File: src/rtl/battle_pkg.sv
// Shared definitions for the battle turn controller: move codes, state encoding.
package battle_pkg;

  localparam int MOVE_W = 3;

  // One-hot move codes offered by the battle FSM.
  localparam logic [MOVE_W-1:0] MV_QA = 3'b001;  // quick attack
  localparam logic [MOVE_W-1:0] MV_TB = 3'b010;  // thunderbolt
  localparam logic [MOVE_W-1:0] MV_VT = 3'b100;  // volt tackle

  // State encoding of the turn sequencer.
  localparam logic [2:0] ST_IDLE   = 3'd0;
  localparam logic [2:0] ST_LOAD   = 3'd1;
  localparam logic [2:0] ST_CALC   = 3'd2;
  localparam logic [2:0] ST_COMMIT = 3'd3;
  localparam logic [2:0] ST_DECR   = 3'd4;
  localparam logic [2:0] ST_DRAW   = 3'd5;
  localparam logic [2:0] ST_FINISH = 3'd6;
  localparam logic [2:0] ST_OVER   = 3'd7;

  typedef enum logic [2:0] {
    S_IDLE   = ST_IDLE,
    S_LOAD   = ST_LOAD,
    S_CALC   = ST_CALC,
    S_COMMIT = ST_COMMIT,
    S_DECR   = ST_DECR,
    S_DRAW   = ST_DRAW,
    S_FINISH = ST_FINISH,
    S_OVER   = ST_OVER
  } state_t;

endpackage

File: src/rtl/turn_watchdog.sv
// Cycle counter bounding how long the controller may wait in DECR or DRAW.
// Only instantiated when WATCHDOG_EN is defined.
module turn_watchdog #(
  parameter int TIMEOUT_CYCLES = 1023,
  parameter int TO_W           = 10
) (
  input  logic clock,
  input  logic reset,
  input  logic clear,
  input  logic count_en,
  output logic expired
);

  logic [TO_W-1:0] count;

  // Restart on state entry, then count every cycle spent waiting.
  always_ff @(posedge clock) begin
    if (reset || clear) begin
      count <= '0;
    end else if (count_en) begin
      count <= count + TO_W'(1);
    end
  end

  assign expired = count_en && (count == TO_W'(TIMEOUT_CYCLES));

endmodule

File: src/rtl/battle_turn_ctrl.sv
// Turn sequencer for one pokemon's damage datapath:
// DMG latch -> HP calc -> HP commit -> bar decrement -> white redraw -> finish.
// Optional feature macro: WATCHDOG_EN (abort DECR/DRAW after TIMEOUT_CYCLES).
module battle_turn_ctrl #(
  parameter int MOVE_W = battle_pkg::MOVE_W
`ifdef WATCHDOG_EN
  ,
  parameter int TIMEOUT_CYCLES = 1023,
  parameter int TO_W           = 10
`endif
) (
  input  logic              clock,
  input  logic              reset,
  input  logic              move_valid,
  input  logic [MOVE_W-1:0] move_sel,
  output logic              move_ready,
  output logic [MOVE_W-1:0] move_code,
  output logic              dmg_reg_en,
  output logic              dmg_calc_en,
  output logic              hp_calc_en,
  output logic              decrement_en,
  output logic              draw_en,
  input  logic              done_decrement,
  input  logic              done_damage,
  input  logic              game_over,
  output logic              turn_done,
  output logic              battle_over,
  output logic              err_move,
  output logic              timeout
);

  import battle_pkg::*;

  state_t            state, state_n;
  logic [MOVE_W-1:0] move_code_n;
  logic              battle_over_n;
  logic              err_flag, err_flag_n;
  logic              accept;
  logic              sel_valid;

  assign move_ready = (state == S_IDLE) && !battle_over;
  assign accept     = move_valid && move_ready;
  assign sel_valid  = (move_sel == MOVE_W'(MV_QA)) ||
                      (move_sel == MOVE_W'(MV_TB)) ||
                      (move_sel == MOVE_W'(MV_VT));

`ifdef WATCHDOG_EN
  logic to_flag, to_flag_n;
  logic wd_clear, wd_count_en, wd_expired;

  assign wd_count_en = (state == S_DECR) || (state == S_DRAW);
  // Clear on every entry into a waiting state, including DECR -> DRAW.
  assign wd_clear    = (state_n != state) && ((state_n == S_DECR) || (state_n == S_DRAW));

  turn_watchdog #(
    .TIMEOUT_CYCLES (TIMEOUT_CYCLES),
    .TO_W           (TO_W)
  ) u_turn_watchdog (
    .clock    (clock),
    .reset    (reset),
    .clear    (wd_clear),
    .count_en (wd_count_en),
    .expired  (wd_expired)
  );
`endif

  // State register plus the per-turn bookkeeping it carries.
  // NOTE: every flop here uses <= so all registers update from the same pre-edge values.
  always_ff @(posedge clock) begin
    // NOTE: synchronous reset; the datapath sees the same reset through ~reset that cycle.
    if (reset) begin
      state       <= S_IDLE;
      move_code   <= '0;
      battle_over <= 1'b0;
      err_flag    <= 1'b0;
`ifdef WATCHDOG_EN
      to_flag     <= 1'b0;
`endif
    end else begin
      state       <= state_n;
      move_code   <= move_code_n;
      battle_over <= battle_over_n;
      err_flag    <= err_flag_n;
`ifdef WATCHDOG_EN
      to_flag     <= to_flag_n;
`endif
    end
  end

  // Next-state and register-update decode.
  always_comb begin
    // NOTE: hold-value defaults first so no path leaves a variable unassigned (no latches).
    state_n       = state;
    move_code_n   = move_code;
    battle_over_n = battle_over;
    err_flag_n    = err_flag;
`ifdef WATCHDOG_EN
    to_flag_n     = to_flag;
`endif
    unique case (state)
      S_IDLE: begin
        if (accept) begin
          move_code_n = move_sel;
          err_flag_n  = !sel_valid;
          state_n     = sel_valid ? S_LOAD : S_FINISH;
        end
      end
      S_LOAD:   state_n = S_CALC;
      S_CALC:   state_n = S_COMMIT;
      S_COMMIT: state_n = S_DECR;
      S_DECR: begin
        if (done_decrement) begin
          state_n = S_DRAW;
        end
`ifdef WATCHDOG_EN
        else if (wd_expired) begin
          state_n   = S_FINISH;
          to_flag_n = 1'b1;
        end
`endif
      end
      S_DRAW: begin
        if (done_damage) begin
          state_n = S_FINISH;
        end
`ifdef WATCHDOG_EN
        else if (wd_expired) begin
          state_n   = S_FINISH;
          to_flag_n = 1'b1;
        end
`endif
      end
      S_FINISH: begin
        err_flag_n = 1'b0;
`ifdef WATCHDOG_EN
        to_flag_n  = 1'b0;
`endif
        if (game_over) begin
          state_n       = S_OVER;
          battle_over_n = 1'b1;
        end else begin
          state_n = S_IDLE;
        end
      end
      S_OVER:  state_n = S_OVER;
      default: state_n = S_IDLE;
    endcase
  end

  // One-hot Moore outputs decoded from the current state.
  assign dmg_reg_en   = (state == S_LOAD);
  assign dmg_calc_en  = (state == S_CALC);
  assign hp_calc_en   = (state == S_COMMIT);
  assign decrement_en = (state == S_DECR);
  assign draw_en      = (state == S_DRAW);
  assign turn_done    = (state == S_FINISH);
  assign err_move     = (state == S_FINISH) && err_flag;
`ifdef WATCHDOG_EN
  assign timeout      = (state == S_FINISH) && to_flag;
`else
  assign timeout      = 1'b0;
`endif

endmodule

File: config.mk
export PLATFORM = sky130hd
export DESIGN_NAME = battle_turn_ctrl
export DESIGN_NICKNAME = d
export VERILOG_FILES = /design/src/rtl/battle_pkg.sv /design/src/rtl/turn_watchdog.sv /design/src/rtl/battle_turn_ctrl.sv
export SDC_FILE = /design/constraint.sdc
export NUM_CORES = 1
export LEC_CHECK = 0
export ABC_AREA = 1
export CORE_AREA = 2 2 39 41
export CTS_BUF_LIST = sky130_fd_sc_hd__clkbuf_2 sky130_fd_sc_hd__clkbuf_4 sky130_fd_sc_hd__clkbuf_8
export DETAILED_ROUTE_END_ITERATION = 8
export DIE_AREA = 0 0 41 43
export GPL_TIMING_DRIVEN = 0
export PLACE_DENSITY_LB_ADDON = 0.12
export SYNTH_ARGS = -nofsm -noshare
export SYNTH_HDL_FRONTEND = slang
export SYNTH_SLANG_ARGS = --single-unit
File: constraint.sdc
create_clock -name clock -period 1.5 [get_ports clock]
set_input_delay 0.375 -clock clock [delete_from_list [all_inputs] [get_ports clock]]
set_output_delay 0.375 -clock clock [all_outputs]
set_load 0.1 [all_outputs]
Word-level counts from Yosys, hierarchy flattened --
Cells that the tools add are included.
Operators by class: multiplexer cells 8, reduce and logical (&&, ||, !) cells 13, equal/unequal tests 13
Operators with widths (count):
- 3-bit one-hot mux with 8 select lines | 1
- 3-bit == test (second input constant) | 5
- 3-bit 2-to-1 mux | 5
- 3-bit by 2-bit == test with 1-bit output (second input constant) | 3
- 3-bit by 1-bit == test with 1-bit output (second input constant) | 2
- 2-bit AND reduction | 3
- 2-bit by 1-bit inequality test with 1-bit output (second input constant) | 2
- 1-bit logical AND | 3
- 3-bit logical NOT | 1
- 3-bit AND reduction | 1
- 1-bit logical NOT | 2
- 1-bit logical OR | 2
- 2-bit inequality test (second input constant) | 1
- 1-bit one-hot mux with 2 select lines | 1
- 2-bit nonzero test | 1
- 1-bit 2-to-1 mux | 1
Storage, ports and cells: logic and storage cells 38, output and inout port bits 13, flip-flop bits (word level) 8, input port bits 9

Longest topological paths before layout --
Gate-level depths: netlist of the first run.
depth after elaboration 6, mapped depth 9, depth with buffers taken out 8

Worst setup path after synthesis of the first run --
Ideal clock, no wire load.
path type reg-to-output, start point register state[2], end point output err_move, arrival time 1.885 ns, cell stages (with the launch flop) 4, slack -0.760 ns, buffers on the path 1, required time 1.125 ns, cells stage by stage dfxtp_1 buf_2 nand3_1 nor2_1
On the way: longest elaborated chain between the ends 2
RTL lines:
- start, declared | RTL line battle_turn_ctrl.sv:34 | state_t state, state_n;
- start signal, assigned | RTL line battle_turn_ctrl.sv:80 | state <= state_n;
- 3-bit == test | RTL line battle_turn_ctrl.sv:157 | assign err_move = (state == S_FINISH) && err_flag;
- 1-bit logical AND | RTL line battle_turn_ctrl.sv:157
- end, declared | RTL line battle_turn_ctrl.sv:28 | output logic err_move,
Every way passes these cells.

Final worst setup path of the first run --
start point register state[0], end point output move_ready
On the way: longest elaborated chain between the ends 2
RTL lines:
- 3-bit logical NOT | RTL line battle_turn_ctrl.sv:41 | assign move_ready = (state == S_IDLE) && !battle_over;
- 1-bit logical AND | RTL line battle_turn_ctrl.sv:41
- end, declared | RTL line battle_turn_ctrl.sv:16 | output logic move_ready,
Every way passes these cells.

==> impl_summary.md, run 1 <==
Synthesis
After synthesis, the share of flip-flops with an asynchronous set or reset is 0%. Sequential elements use about 29% of the synthesized area. The Yosys step of the flow raised 0 warnings. In this run, distinct cell masters in the synthesized netlist total 19. The share of the synthesized area in the top cell type is 29.5%. The synthesized flop and latch total is 8.

Synthesis handed over a netlist of 87 instances. Among all flip-flop cells after synthesis, the most frequent one is dfxtp_1. The number of flops mapped to enable cells by yosys is 0. The most used standard cell by instance count after synthesis is nor2_1.

Counting instances in the post-synthesis netlist gives the leading cell types as 18 x nor2_1, 15 x nand2_1, 14 x inv_1. Yosys attributes the largest share of cell area to dfxtp_1 29%, nor2_1 12%, nand2_1 10%, inv_1 9.7%, nand3_1 9.2%. The dominant cell type by area after synthesis is dfxtp_1. The summed instance area of the synthesized netlist is 543 sq um. The per-instance average area after synthesis is 6.24 sq um. The number of nets handed over by synthesis was 96.

Critical path
The critical path endpoint category is a primary output. The largest individual stage delay along the critical path comes from the cell dfxtp_4. The endpoint required time on the critical path is 1.12 ns. For the worst flop-to-flop path, the logic depth is 8.

The reg2reg setup slack is 0.11 ns. The startpoint-to-endpoint class of the critical path is reg2out. The critical path arrival is around 1.2 ns. The startpoint identified for the worst register-to-register timing path is state[0].

The largest single stage delay on the critical path is 0.37 ns. STA classifies the critical path startpoint as a flip-flop. In this run the critical register-to-register path is captured at move_code[0]. The largest driver fanout on the critical path is 8. The critical path goes through nor2_4, nand2_4, nor2_8, buf_12.

Route
Wires add up to 1320 um. The detailed-route via count is 627. The detailed-routing iteration count for the pre-antenna-repair pass is 2. The detailed router's first-iteration violation count is 1. For this run, design rule violations remaining after detail routing come to 0. Dividing the detail-routed wire length by the instance count gives 9.87 um. The average via count per standard cell is roughly 4.7.

The detail route stage leaves a number of antenna-violating nets equal to 0.

Final layout
In the final design database the tool counted 129 nets. The number of antenna diodes in the final layout is 0. Cells with a size suffix above 1 make up a little over two fifths of the layout. From synthesis to final layout, the design area changed by 80.2%. The utilization after layout is 70.7%. Once layout is complete, the cells apart from fillers number 134. With fillers left out, the area of the finished cells amounts to 978 sq um. The number of fill cells in the layout is 117.

GRT
The maximum number of pins on one net before global-route repair is 9. For this run, the total global-route usage over all layers was measured as roughly 18%. The number of antenna violations at the first check in global routing came to 0. The total overflow reported by the global router is 0. The via count of the first global-routing pass is 552.

The first global-routing pass estimated 2140 um of wire.

Floorplan
The die span in y is 43 um. In this run the count of I/O pins placed on the die edge is 22. The standard-cell row count is 14. The floorplan core area is 0.00138 sq mm. The die covers 0.00176 sq mm. The die is 41 um wide. For this configuration, the core starts out at a cell density of 39.2%.

Pwr
For this design the static power due to leakage is 0.462 nW. IR analysis of the VDD net gives a maximum drop of 1.47 mV. The power after layout is around 2.2 mW. The total power per unit cell area is 2290 mW/mm^2.

CTS
The number of sinks on the clock net is 8. The number of hold-repair buffers added at the cts stage is 0. The insertion delay of the later-clocked pin in the worst-skew pair is 0.26 ns.

The maximum level of the CTS H-tree is 1. The root cell of the clock tree is clkbuf_4. Clock-pin slew was measured on the worst setup and hold paths at 0.06 ns. The worst-case clock buffer depth is 2. The number of clock buffers inserted by TritonCTS is 3.

The TritonCTS clock tree is done.

Job
Across the run, the number of max-cap violations was 0.

STA
Counting I/O delays and the setup requirement, the final critical path takes 1.57 ns. Across all setup checks in the final design, the least slack found is -0.0749 ns. Setup repair after global routing could not meet its margin everywhere. The worst hold slack across all endpoints is 0.492 ns.

For the final database, setup skew stands at 0.00400 ns. The total setup violations reported at the end of the flow is 5. The total count of max-transition violations in the final report was 0. In the finished design, the share of the clock period the worst path needs comes to 105%. The total count of hold-check failures in the final report came to 0. Adding up every negative setup slack in the final design gives -0.141 ns.

For this run, the top clock speed supported by timing is about 0.63 GHz.

Place
Including well taps, the total number of placed cells is 123. During placement, the flow inserted port buffers numbering 20. The placed instances occupy a cell area of 797 sq um. OpenSTA, run right after detailed placement, puts the worst setup slack at -0.953 ns.

The routability congestion estimate is ~0.68. The HPWL after detailed placement is 879 um.

Worst hold path
The worst hold path startpoint is move_code[1]. Counting instances, the worst hold path has a depth of 2. The worst min-delay path endpoint is move_code[1].

The min-delay analysis places its worst path in the category reg2reg.

Run status
The checks that failed: negative setup slack. The flow ran to the end, but the final reports show violations.
## critical path: cells and delay by family, from the launching register on
family                 cells  cell delay, ns
buffers and inverters      1            0.18
flip-flops                 1            0.37
AND/OR/NAND/NOR            3            0.40
## layout by cell type (no fill, tap or decap), drive strengths merged
cell	Yosys	layout
o21ai	1	1
conb	1	1
clkbuf	0	3
dfxtp	8	8
nand3	10	10
or2	1	1
buf	3	23
a21oi	6	6
nand4	2	2
clkinvlp	0	4
clkdlybuf4s50	0	8
nor2	21	21
inv	17	13
nand2	17	17
## sequential cells by signal, summed over array words and instances (netlist names)
name	cells
err_flag	1
battle_over	1
move_code	3
state	3
## kinds of logic after synthesis
family	count (synthesis)	synth area share (%)
AOI/OAI and AO/OA	7	7.14
buffers and inverters	20	16.1
DFF	8	29.5
other	1	0.691
and+or+nand+nor	51	46.5
## worst max-delay path by stage
stage / startpoint / end / slack, ns / cells past startpoint
floorplan: state[1] / dmg_reg_en / -0.18 / 3
global placement: state[2] / err_move / -0.94 / 4
detailed placement: state[2] / err_move / -0.95 / 4
CTS: state[0] / move_ready / -0.09 / 5
global route: state[0] / move_ready / -0.12 / 4
finish: state[0] / move_ready / -0.07 / 4
## layer usage
metal	track usage (%)	wire, um
met1	20.2	498
met2	29.1	722
met3	1.57	64
met4	12.0	38
met5	0	0
## final cells by class
cell class / instances / area [sq um] / share of cell area (%)
Inverter: 17 / 81.3 / 8.31
Multi-Input combinational cell: 59 / 338 / 34.5
Timing Repair Buffer: 29 / 328 / 33.5
Buffer: 2 / 18.8 / 1.92
Tap cell: 16 / 20.0 / 2.05
Sequential cell: 8 / 170 / 17.4
Clock buffer: 3 / 22.5 / 2.30
## what timing repair did
item                       in CTS  in global routing
buffers inserted                6                  3
setup endpoints to repair      12                  8
pin swaps                       3                  4
resized for setup             101                  6
## power breakdown
part	leakage (nW)	internal, mW	switching (mW)	total (mW)
clock network	0.0138	0.0918	0.0769	0.169
logic	0.380	0.624	1.08	1.71
registers	0.0677	0.288	0.0805	0.368
No activity file was read; power rests on OpenSTA's default activity.
==> inputs of run 2 (changes only) <==
--- a/config.mk
+++ b/config.mk
@@ -7,7 +7,7 @@
 export LEC_CHECK = 0
 export ABC_AREA = 1
 export CORE_AREA = 2 2 39 41
-export CTS_BUF_LIST = sky130_fd_sc_hd__clkbuf_2 sky130_fd_sc_hd__clkbuf_4 sky130_fd_sc_hd__clkbuf_8
+export CTS_BUF_LIST = sky130_fd_sc_hd__clkbuf_8
 export DETAILED_ROUTE_END_ITERATION = 8
 export DIE_AREA = 0 0 41 43
 export GPL_TIMING_DRIVEN = 0
==> run 2 against run 1 <==
Effect of this change: the run still ends with negative setup slack left; combinational power rose by 6%; sequential cell count did not move; critical path depth rose by 1; worst hold slack got worse by 0.0050 ns; clock power rose by 53%; routed wire length rose by 4.2%; worst setup slack improved by 0.012 ns; largest power group unchanged.
==> impl_summary.md, run 2 (synthesis gave the netlist of run 1 again) <==
Run status
The run finished, with violations left. The checks that failed: negative setup slack.

STA
Setup repair after global routing could not meet its margin everywhere. At the pin with the least slew margin, the transition time is 0.543 ns. The worst setup skew after layout came to 0.00384 ns (-0.000162 ns). The clock period minus final worst setup slack was 1.56 ns (-0.0120 ns). The total count of hold-check failures in the final report was 0 (unchanged). The final period utilization is 104% (-0.80 points).

The total setup violations reported at the end of the flow is 6 (+1). The maximum operating frequency was 0.640 GHz (+0.77%). The remaining max-slew budget at the tightest pin is 64.0%. The total count of max-transition violations in the final report was 0 (unchanged).

The worst path setup slack after routing was -0.0629 ns (+0.0120 ns).

Final layout
The share of final-layout standard cells stronger than drive strength 1 came to 45.8% (+2.6 points). The final non-filler cell total is 136 (+1.5%). In the final layout, the registers with the most flip-flops are move_code (3), state (3). The leading cell type in the layout, fill and taps excluded is nor2_1. The library cells used most frequently in the layout, excluding fill and tap cells, are 14 x nor2_1, 12 x nand2_1, 10 x buf_4, 9 x inv_1, 9 x buf_12.

The number of antenna diodes is 0 (unchanged). The number of nets in the layout was 131 (+1.6%). Compared with the post-synthesis result, the final layout area differs by 92.4%.

Place
The routability congestion estimate is 0.685 (unchanged). The setup slack at placement is -0.953 ns (unchanged). The count of input and output buffers came to 20 (unchanged). The count of placed standard cells including taps is 123 (unchanged).

The detailed-placement wirelength estimate is 879 um (unchanged).

CTS
The root cell of the clock tree is clkbuf_8. The number of sinks on the clock net came to 8 (unchanged). The TritonCTS clock tree is done.

The CTS clock-pin slew for the worst setup and hold paths is 0.04 ns (-0.02 ns). The maximum level of the CTS H-tree is 1 (unchanged). The number of hold-repair buffers added at the cts stage is 0 (unchanged).

The insertion delay of the later-clocked pin in the worst-skew pair is 0.23 ns (-0.03 ns). The number of clock buffers inserted by TritonCTS is 3 (unchanged). The worst-case clock buffer depth is 2 (unchanged).

Critical path
The worst setup path is of the reg2out kind. The largest driver fanout on the critical path was 5 (-3). The critical path endpoint category is a primary output. The critical path arrival is 1.19 ns (about the same). The endpoint required time on the critical path is 1.12 ns (about the same). The startpoint type of the worst setup path is a flip-flop.

Route
The routed length per placed instance is 10.1 um (+2.6%). The average via count per standard cell is 4.67 (-0.21%). The post-detailed-routing wire length is 1380 um (+4.2%). The detailed-routing iteration count for the pre-antenna-repair pass is 4 (+2).

The number of nets still failing antenna checks after routing is 0 (unchanged). The detailed router's first-iteration violation count is 5 (+4). The detailed-route via count is 635 (+1.3%). The remaining design rule violation count is 0 (unchanged).

Floorplan
The I/O pin total came to 22 (unchanged). The die width is 41 um (unchanged). The standard-cell row count was 14 (unchanged). The die area is 0.00176 sq mm (unchanged). The die span in y was 43 um (unchanged). The floorplan core area was 0.00138 sq mm (unchanged). The effective utilization at floorplan is 39.2% (unchanged).

GRT
The number of antenna violations at the first check in global routing is 0 (unchanged). The wire length of the first global-routing pass is 2190 um (+2.2%). The total routing resource utilization after global routing is 18.0% (+0.30 points). The total overflow reported by the global router is 0 (unchanged). The via count of the first global-routing pass is 566 (+2.5%).

The maximum number of pins on one net before global-route repair is 9 (unchanged).

Worst hold path
The path type of the worst min-delay path is reg2reg.

Pwr
The leakage power of the design is 0.477 nW (+3.3%). The largest vdd supply drop came to 1.50 mV (+1.9%). The total power per unit cell area is 2330 mW/mm^2 (+1.5%).

Job
The number of max-cap violations is 0 (unchanged).
run 2: cell type report:
class                      instances  area, sq um
sequential                         8          168
buffer                             2         18.8
clock buffer                       3         41.3
multi-input combinational         59          345
timing repair buffer              31          370
inverter                          17         81.3
tap                               16         20.0
fill                             103          339
run 2: metal layers:
layer	vias to the layer above	wire length [um]	track usage, %
met5	-	0	0
met3	4	73	3.14
met4	0	20	10.0
met1	283	536	20.8
met2	19	748	29.4
li1	329	-	-
run 2: metrics by stage:
stage | power (mW) | cell area, sq um | hold WS, ns | setup TNS, ns | util, %
after floorplan | 1.45 | 577 | 0.437 | -0.340 | -
after global placement | 1.68 | 797 | 0.473 | -7.57 | 57.6
after detailed placement | 1.69 | 797 | 0.481 | -7.64 | 57.6
after CTS | 2.34 | 1010 | 0.501 | -0.370 | 73.2
after global routing | 2.56 | 1040 | 0.527 | -0.368 | 75.5
final | 2.43 | 1040 | 0.488 | -0.146 | 75.5
run 2: worst max-delay path, cell delays in order (launching register included):
cell and delay (ns):
dfxtp_2 0.35, buf_6 0.14, inv_4 0.06, nand3_4 0.09
nor2_4 0.14, buf_12 0.18
run 2: path summary, 6_finish.rpt:
| check | depth (start not counted) | end | startpoint | slack, ns |
|---|---|---|---|---|
| worst max register to register | 8 | move_code[0] | state[1] | 0.15 |
| worst min-delay path | 2 | move_code[1] | move_code[1] | 0.49 |
| worst min register to register | 2 | move_code[1] | move_code[1] | 0.49 |
| worst max-delay path | 5 | err_move | state[0] | -0.06 |
run 2: what timing repair did:
item,CTS,global route
setup endpoints to repair,12,10
gates resized for setup,97,9
buffers inserted,7,4
pin swaps,5,4
run 2: report_power, final:
| part | switching [mW] | internal (mW) |
|---|---|---|
| logic | 1.12 | 0.692 |
| registers | 0.0779 | 0.284 |
| clock network | 0.0845 | 0.174 |
| total | 1.28 | 1.15 |
